File: src/rtl/pipeline_register_if.sv
// rtl/pipeline_register_if.sv - control and data bundle for one pipeline register stage
interface pipeline_register_if #(
    parameter int WIDTH = 32
);
    logic             flush;
    logic             stall;
    logic [WIDTH-1:0] in;
    logic [WIDTH-1:0] out;

    modport master (
        output flush,
        output stall,
        output in,
        input  out
    );

    modport slave (
        input  flush,
        input  stall,
        input  in,
        output out
    );
endinterface

File: src/rtl/pipeline_register.sv
// rtl/pipeline_register.sv - single-stage pipeline register with stall hold and flush bubble
module pipeline_register #(
    parameter int               WIDTH = 32,
    parameter logic [WIDTH-1:0] reset = '0
) (
    input  logic               clk,
    input  logic               rst,
    pipeline_register_if.slave bus
);
    logic [WIDTH-1:0] out_q;
    logic [WIDTH-1:0] out_d;

    // Next value: flush inserts the bubble value and beats stall; stall holds; else load in.
    always_comb begin
        out_d = bus.in;
        if (bus.flush) begin
            out_d = reset;
        end else if (bus.stall) begin
            out_d = out_q;
        end
    end

    // The stage register; synchronous reset has top priority over flush and stall.
    always_ff @(posedge clk) begin
        if (rst) begin
            out_q <= reset;
        end else begin
            out_q <= out_d;
        end
    end

    assign bus.out = out_q;
endmodule

File: src/flat_wrapper.sv
// flat-port wrapper written by rule: the top's interface ports become plain ports
module pipeline_register_flat 
#(
    parameter int               WIDTH = 32,
    parameter logic [WIDTH-1:0] reset = '0
)
  (clk, rst, bus_flush, bus_stall, bus_in, bus_out);
  pipeline_register_if #(.WIDTH(WIDTH)) bus_i ();
  input  logic clk;
  input  logic rst;
  input wire logic [$bits(bus_i.flush)-1:0] bus_flush;
  input wire logic [$bits(bus_i.stall)-1:0] bus_stall;
  input wire logic [$bits(bus_i.in)-1:0] bus_in;
  output wire logic [$bits(bus_i.out)-1:0] bus_out;
  assign bus_i.flush = bus_flush;
  assign bus_i.stall = bus_stall;
  assign bus_i.in = bus_in;
  assign bus_out = bus_i.out;
  pipeline_register #(.WIDTH(WIDTH), .reset(reset)) u_core (.clk(clk), .rst(rst), .bus(bus_i));
endmodule
File: config.mk
export PLATFORM = sky130hd
export DESIGN_NAME = pipeline_register_flat
export DESIGN_NICKNAME = d
export VERILOG_FILES = /design/src/rtl/pipeline_register_if.sv /design/src/rtl/pipeline_register.sv /design/src/flat_wrapper.sv
export SDC_FILE = /design/constraint.sdc
export NUM_CORES = 1
export LEC_CHECK = 0
export ABC_AREA = 1
export CAP_MARGIN = 20
export CORE_UTILIZATION = 42
export DETAILED_ROUTE_END_ITERATION = 8
export PLACE_DENSITY = 0.81
export REMOVE_ABC_BUFFERS = 1
export SYNTH_ARGS = -nofsm -noshare
export SYNTH_HDL_FRONTEND = slang
export SYNTH_SLANG_ARGS = --single-unit
File: constraint.sdc
create_clock -name clk -period 1.9 [get_ports clk]
set_clock_uncertainty 0.1 [all_clocks]
set_input_delay 0.38 -clock clk [delete_from_list [all_inputs] [get_ports clk]]
set_output_delay 0.38 -clock clk [all_outputs]
set_load 0.02 [all_outputs]
-- Word level (Yosys, flattened, before mapping)
Index checks and enable logic that the tools add are counted.
- register bits: 32
- memory bits (writable): 0
- memories: 0
- bits in latches: 0
- bits in read-only memories: 0
- output and inout bits: 32
- bitwise logic cells: 0
- $mul: 0
- add/subtract/negate cells: 0
- shift-type cells: 0
- div/mod/pow operators: 0
- reduce and logical (&&, ||, !) cells: 1
- multiplexer cells: 0
- eq/ne operators: 0
- order comparisons: 0
- operators with widths (operator ; count):
    OR reduction 2 bit ; 1

-- Longest topological paths before layout
Gate-level depths: netlist of run 1.
- depth after elaboration: 1
- mapped depth: 5
- gate-level depth less buffers: 4

-- Least setup slack after synthesis of run 1
OpenSTA, ideal clock, no wires.
- path type: input-to-reg
- start: in bus_stall
- end: reg u_core.out_q[0] (netlist: u_core.bus.out[0])
- setup time: 0.113 ns
- setup slack: 0.902 ns
- stages: 4
- arrival: 0.785 ns
- cell sequence: buf_6 buf_4 nor2_1 nor2_1
- RTL lines (item ; line ; source):
    from (decl) ; flat_wrapper.sv:12 ; input wire logic [$bits(bus_i.stall)-1:0] bus_stall;
    to (signal assigned) ; pipeline_register.sv:26 ; out_q <= reset;
    to (signal assigned) ; pipeline_register.sv:28 ; out_q <= out_d;
    to (decl) ; pipeline_register.sv:10 ; logic [WIDTH-1:0] out_q;

-- Final worst setup path of run 1
- start: reg u_core.out_q[4] (netlist: u_core.bus.out[4])
- end: out bus_out[4]
- RTL lines (item ; line ; source):
    to (decl) ; flat_wrapper.sv:14 ; output wire logic [$bits(bus_i.out)-1:0] bus_out;
No word-level cell between the ends.

==> results.py, run 1 <==
metrics = {
    "status": {
        "status": "completed",
    },
    "placed_design": {
        "gp_congestion": 0.731,
        "dp_hpwl_um": 1950,
        "place_area_sq_um": 2020,
        "place_inst": 307,
        "io_buffers": 67,
    },
    "worst_setup_path": {
        "critPathBufInv": 1,
        "worst-r2r-setup-slack_ns": 1.15,
        "endpoint_kind": "output pin",
        "path_depth": 1,
        "path_max_fanout": 2,
        "crit_slowest_cell": "clkdlybuf4s50_1",
        "cpPeakStageDelay_ns": 0.62,
        "startpoint_type": "flop",
        "reg2regPathDepth": 4,
        "crit_end": "bus_out[4]",
        "rr_endpoint": "u_core.bus.out[4]",
        "required_ns": 1.42,
        "r2r_start": "u_core.bus.out[4]",
        "critPathArrivalTime_ns": 1.31,
        "critical_path_class": "reg -> out",
        "cp-startpoint": "u_core.bus.out[4]",
        "crit_family": "buffers and inverters",
        "worstPathCellList": "clkdlybuf4s50_1",
    },
    "layout": {
        "final_area_sq_um": 2070,
        "fin_cells": 314,
        "largest_reg_flops": 32,
        "final_common_cell": "clkdlybuf4s50_1",
        "final_cell_mix": "66 x clkdlybuf4s50_1, 64 x nor2_1, 64 x nand2_1",
        "n_antenna_cell": 0,
        "drive_above_1_share": 0.0407,
        "fillers": 296,
        "fin_nets": 306,
        "area_delta_synth_final_pct": 52.7,
    },
    "global_routing": {
        "antenna_found_initial": 0,
        "overflow": 0,
        "grt_max_degree": 65,
        "track_usage": 0.170,
        "grt_pass1_wl_um": 4440,
        "grt_pass1_vias": 1095,
    },
    "sta": {
        "holdWs_ns": 0.407,
        "max_freq_mhz": 560,
        "hold_viol": 0,
        "finalCritPeriodShare": 0.940,
        "relSlewSlack": 0.829,
        "worstMarginPinSlew_ns": 0.256,
        "rsz0062_at_grt": "no",
        "min_period_ns": 1.79,
        "setup_viol": 0,
        "drv_slew": 0,
        "tns_ns": 0,
    },
    "floorplan": {
        "start_util": 0.443,
        "num_rows": 20,
        "core_sq_um": 3050,
        "die_w_um": 58.8,
        "die_y_um": 58.8,
        "die_area_sq_um": 3450,
        "io_pins": 68,
    },
    "clocking": {
        "clk_latency_ns": 0.31,
        "clk_pin_slew_ns": 0.10,
        "cts.sinks": 32,
        "clock-root-buffer": "clkbuf_4",
        "postCtsSetupBuffers": 0,
        "cts-hold-fix-buffers": 0,
        "htree_levels": 2,
        "cts_buffers": 5,
        "cts.repair.resized": 0,
        "cts_tree": "built",
        "clock_path_buffers": 2,
    },
    "drt": {
        "drc_errors": 0,
        "post_drt_via_cell_ratio": 4.04,
        "first_pass_iters": 4,
        "wl_um": 2750,
        "detail-route-antenna-nets": 0,
        "vias": 1270,
        "avgRoutedWirePerCell_um": 8.76,
        "drtIter0Drc": 54,
    },
    "job": {
        "maxCapViolCount": 0,
    },
    "power_and_ir_drop": {
        "ir_drop_v": 0.000562,
        "powerDensity_nw_per_um2": 648,
        "leakage_nw": 0.921,
    },
    "synth": {
        "avgSynthCellArea_sq_um": 6.67,
        "synth-seq-cells": 32,
        "yosysWarnings": 0,
        "syn_inst": 203,
        "synth-seq-area-share": 0.473,
        "syn_area_sq_um": 1350,
        "yosysUniqueCellTypes": 7,
    },
    "min_path": {
        "hp-start": "u_core.bus.out[14]",
        "min_path_type": "reg -> reg",
    },
}
==> cell usage after synthesis <==
library cell  number  area [sq um]
dfxtp_1           32           641
inv_1             32           120
nor2_1            64           240
nor2_4             1          11.3
buf_4              3          22.5
nand2_1           64           240
buf_6              7          78.8
==> stage by stage <==
| stage | util | total power, W | setup slack, ns |
|---|---|---|---|
| floorplan | - | 0.000836 | 0.800 |
| global placement | 0.662 | 0.00100 | 0.332 |
| detailed placement | 0.662 | 0.00101 | 0.291 |
| CTS | 0.677 | 0.00135 | 0.105 |
| global route | 0.677 | 0.00143 | 0.0492 |
| finish | 0.677 | 0.00134 | 0.114 |
==> worst reg2reg max path, cell delays in order (launching register included) <==
cell	delay, ns
dfxtp_1	0.37
inv_1	0.05
nand2_1	0.05
nand2_1	0.05
nor2_1	0.09
==> worst min path at each step <==
stage,end,depth (start not counted)
6_report,u_core.bus.out[14],4
5_1_grt,u_core.bus.out[30],4
4_1_cts,u_core.bus.out[14],4
3_5_place_dp,u_core.bus.out[14],4
3_3_place_gp,u_core.bus.out[18],4
2_1_floorplan,u_core.bus.out[0],2
==> cell type report <==
class	count	area, sq um	share of cell area
Timing Repair Buffer	70	713	0.345
Sequential cell	32	641	0.310
Multi-Input combinational cell	129	492	0.238
Inverter	32	120	0.0581
Tap cell	44	55.1	0.0266
Clock buffer	6	41.3	0.0200
Clock inverter	1	5.00	0.00242
==> routing by layer <==
layer / share of wire / global-route usage
met1: 0.46 / 0.213
met2: 0.45 / 0.273
met3: 0.070 / 0.0571
met4: 0.015 / 0.0612
met5: 0 / 0
==> report_power, final <==
group	switching, W	total, W	internal, W
logic	0.000125	0.000275	0.000150
clock network	0.000215	0.000351	0.000136
registers	0.0000142	0.000714	0.000700
==> cell families (layout without fill, tap and decap cells) <==
group                  count (synthesis)  count (layout)  share of synthesized area
DFF                                   32              32                      0.473
and+or+nand+nor                      129             129                      0.363
buffers and inverters                 42             109                      0.164
(Power assumes the default switching activity.)
==> inputs of run 2 (changes only) <==
--- a/config.mk
+++ b/config.mk
@@ -7,6 +7,7 @@
 export LEC_CHECK = 0
 export ABC_AREA = 1
 export CAP_MARGIN = 20
+export CORE_MARGIN = 10
 export CORE_UTILIZATION = 42
 export DETAILED_ROUTE_END_ITERATION = 8
 export PLACE_DENSITY = 0.81
==> run 2 against run 1 <==
Net effect: sequential power is essentially flat; die area increased by 71%; critical path depth unchanged; cell count unchanged; flip-flop and latch count unchanged; final area rose by 0.24%.
==> results.py, run 2 (synthesis results as in run 1) <==
metrics = {
    "worst_setup_path": {
        "crit_slowest_cell": "clkdlybuf4s50_1",
        "path_max_fanout": 2,
        "critical_path_class": "reg -> out",
        "path_depth": 1,
        "critPathArrivalTime_ns": 1.29,
        "cpPeakStageDelay_ns": 0.62,
        "rr_endpoint": "u_core.bus.out[17]",
        "r2r_start": "u_core.bus.out[17]",
        "critPathBufInv": 1,
        "reg2regPathDepth": 4,
        "cp-startpoint": "u_core.bus.out[17]",
        "required_ns": 1.42,
        "endpoint_kind": "output pin",
        "startpoint_type": "flop",
        "crit_family": "buffers and inverters",
        "worstPathCellList": "clkdlybuf4s50_1",
        "worst-r2r-setup-slack_ns": 1.17,
    },
    "clocking": {
        "cts_tree": "built",
        "cts.repair.resized": 0,
        "htree_levels": 2,
        "cts_buffers": 5,
        "clock-root-buffer": "clkbuf_4",
        "cts-hold-fix-buffers": 0,
        "clk_latency_ns": 0.32,
        "clk_pin_slew_ns": 0.09,
        "postCtsSetupBuffers": 0,
        "clock_path_buffers": 2,
        "cts.sinks": 32,
    },
    "global_routing": {
        "grt_pass1_vias": 1081,
        "grt_max_degree": 65,
        "grt_pass1_wl_um": 5140,
        "antenna_found_initial": 0,
        "overflow": 0,
        "track_usage": 0.107,
    },
    "floorplan": {
        "start_util": 0.440,
        "io_pins": 68,
        "die_w_um": 76.8,
        "die_area_sq_um": 5890,
        "num_rows": 20,
        "die_y_um": 76.8,
        "core_sq_um": 3080,
    },
    "sta": {
        "finalCritPeriodShare": 0.933,
        "drv_slew": 0,
        "max_freq_mhz": 564,
        "rsz0062_at_grt": "no",
        "hold_viol": 0,
        "worstMarginPinSlew_ns": 0.253,
        "tns_ns": 0,
        "setup_viol": 0,
        "relSlewSlack": 0.832,
        "min_period_ns": 1.77,
    },
    "layout": {
        "final_cell_mix": "66 x clkdlybuf4s50_1, 64 x nor2_1, 64 x nand2_1",
        "fin_util": 0.673,
        "multi_input_area_sq_um": 492,
        "fillers": 291,
        "area_delta_synth_final_pct": 53.1,
        "drive_above_1_share": 0.0370,
        "n_antenna_cell": 0,
        "final_common_cell": "clkdlybuf4s50_1",
        "fin_nets": 305,
        "largest_reg_flops": 32,
        "regArea_sq_um": 641,
    },
    "placed_design": {
        "gp_congestion": 0.669,
        "io_buffers": 67,
        "dp_hpwl_um": 2400,
    },
    "drt": {
        "post_drt_via_cell_ratio": 3.98,
        "detail-route-antenna-nets": 0,
        "wl_um": 3230,
        "avgRoutedWirePerCell_um": 10.3,
        "vias": 1251,
        "drtIter0Drc": 54,
        "drc_errors": 0,
        "first_pass_iters": 4,
    },
    "power_and_ir_drop": {
        "ir_drop_v": 0.000561,
        "leakage_nw": 0.920,
        "powerDensity_nw_per_um2": 669,
    },
    "min_path": {
        "hp-start": "u_core.bus.out[8]",
        "holdPathStages": 4,
        "min_path_type": "reg -> reg",
        "whs_endpoint": "u_core.bus.out[8]",
    },
    "job": {
        "maxCapViolCount": 0,
    },
    "status": {
        "status": "completed",
    },
}
## run 2: cell types whose count changed in the layout (fill, tap and decap cells not counted)
cell / before / now
buf_4: 1 / 0
clkbuf_8: 0 / 1
clkbuf_1: 1 / 2
clkinv_2: 1 / 0
## run 2: per-stage QoR
step,cell area [sq um],cells,worst slack [ns],hold slack (ns),power [W]
after floorplan,1250,193,0.800,0.409,0.000836
after global placement,2010,306,0.441,0.391,0.00100
after detailed placement,2010,306,0.402,0.394,0.00101
after CTS,2070,314,0.109,0.409,0.00140
after global routing,2070,314,0.0685,0.430,0.00145
final,2070,314,0.127,0.407,0.00139
## run 2: routing by layer
metal | vias to the layer above | GRT usage | share of wire
met2 | 41 | 0.171 | 0.47
met3 | 7 | 0.0641 | 0.10
li1 | 703 | - | -
met5 | - | 0 | 0
met4 | 0 | 0.0390 | 0.014
met1 | 500 | 0.112 | 0.41
## run 2: worst max-delay path by stage
stage	endpoint	slack, ns
final	bus_out[17]	0.13
after global routing	bus_out[19]	0.07
after CTS	bus_out[17]	0.11
after detailed placement	u_core.bus.out[17]	0.40
after global placement	u_core.bus.out[27]	0.44
after floorplan	u_core.bus.out[0]	0.80
## run 2: cell type report
cell class | instances | share of cell area
clock buffer | 8 | 0.0284
inverter | 32 | 0.0580
multi-input combinational | 129 | 0.237
sequential | 32 | 0.309
tap | 44 | 0.0266
timing repair buffer | 69 | 0.341
## run 2: report_power, final
part / internal, W / total [W] / switching (W)
Sequential: 0.000700 / 0.000713 / 0.0000131
Clock: 0.000183 / 0.000399 / 0.000216
Combinational: 0.000149 / 0.000274 / 0.000125
Total: 0.00103 / 0.00139 / 0.000355
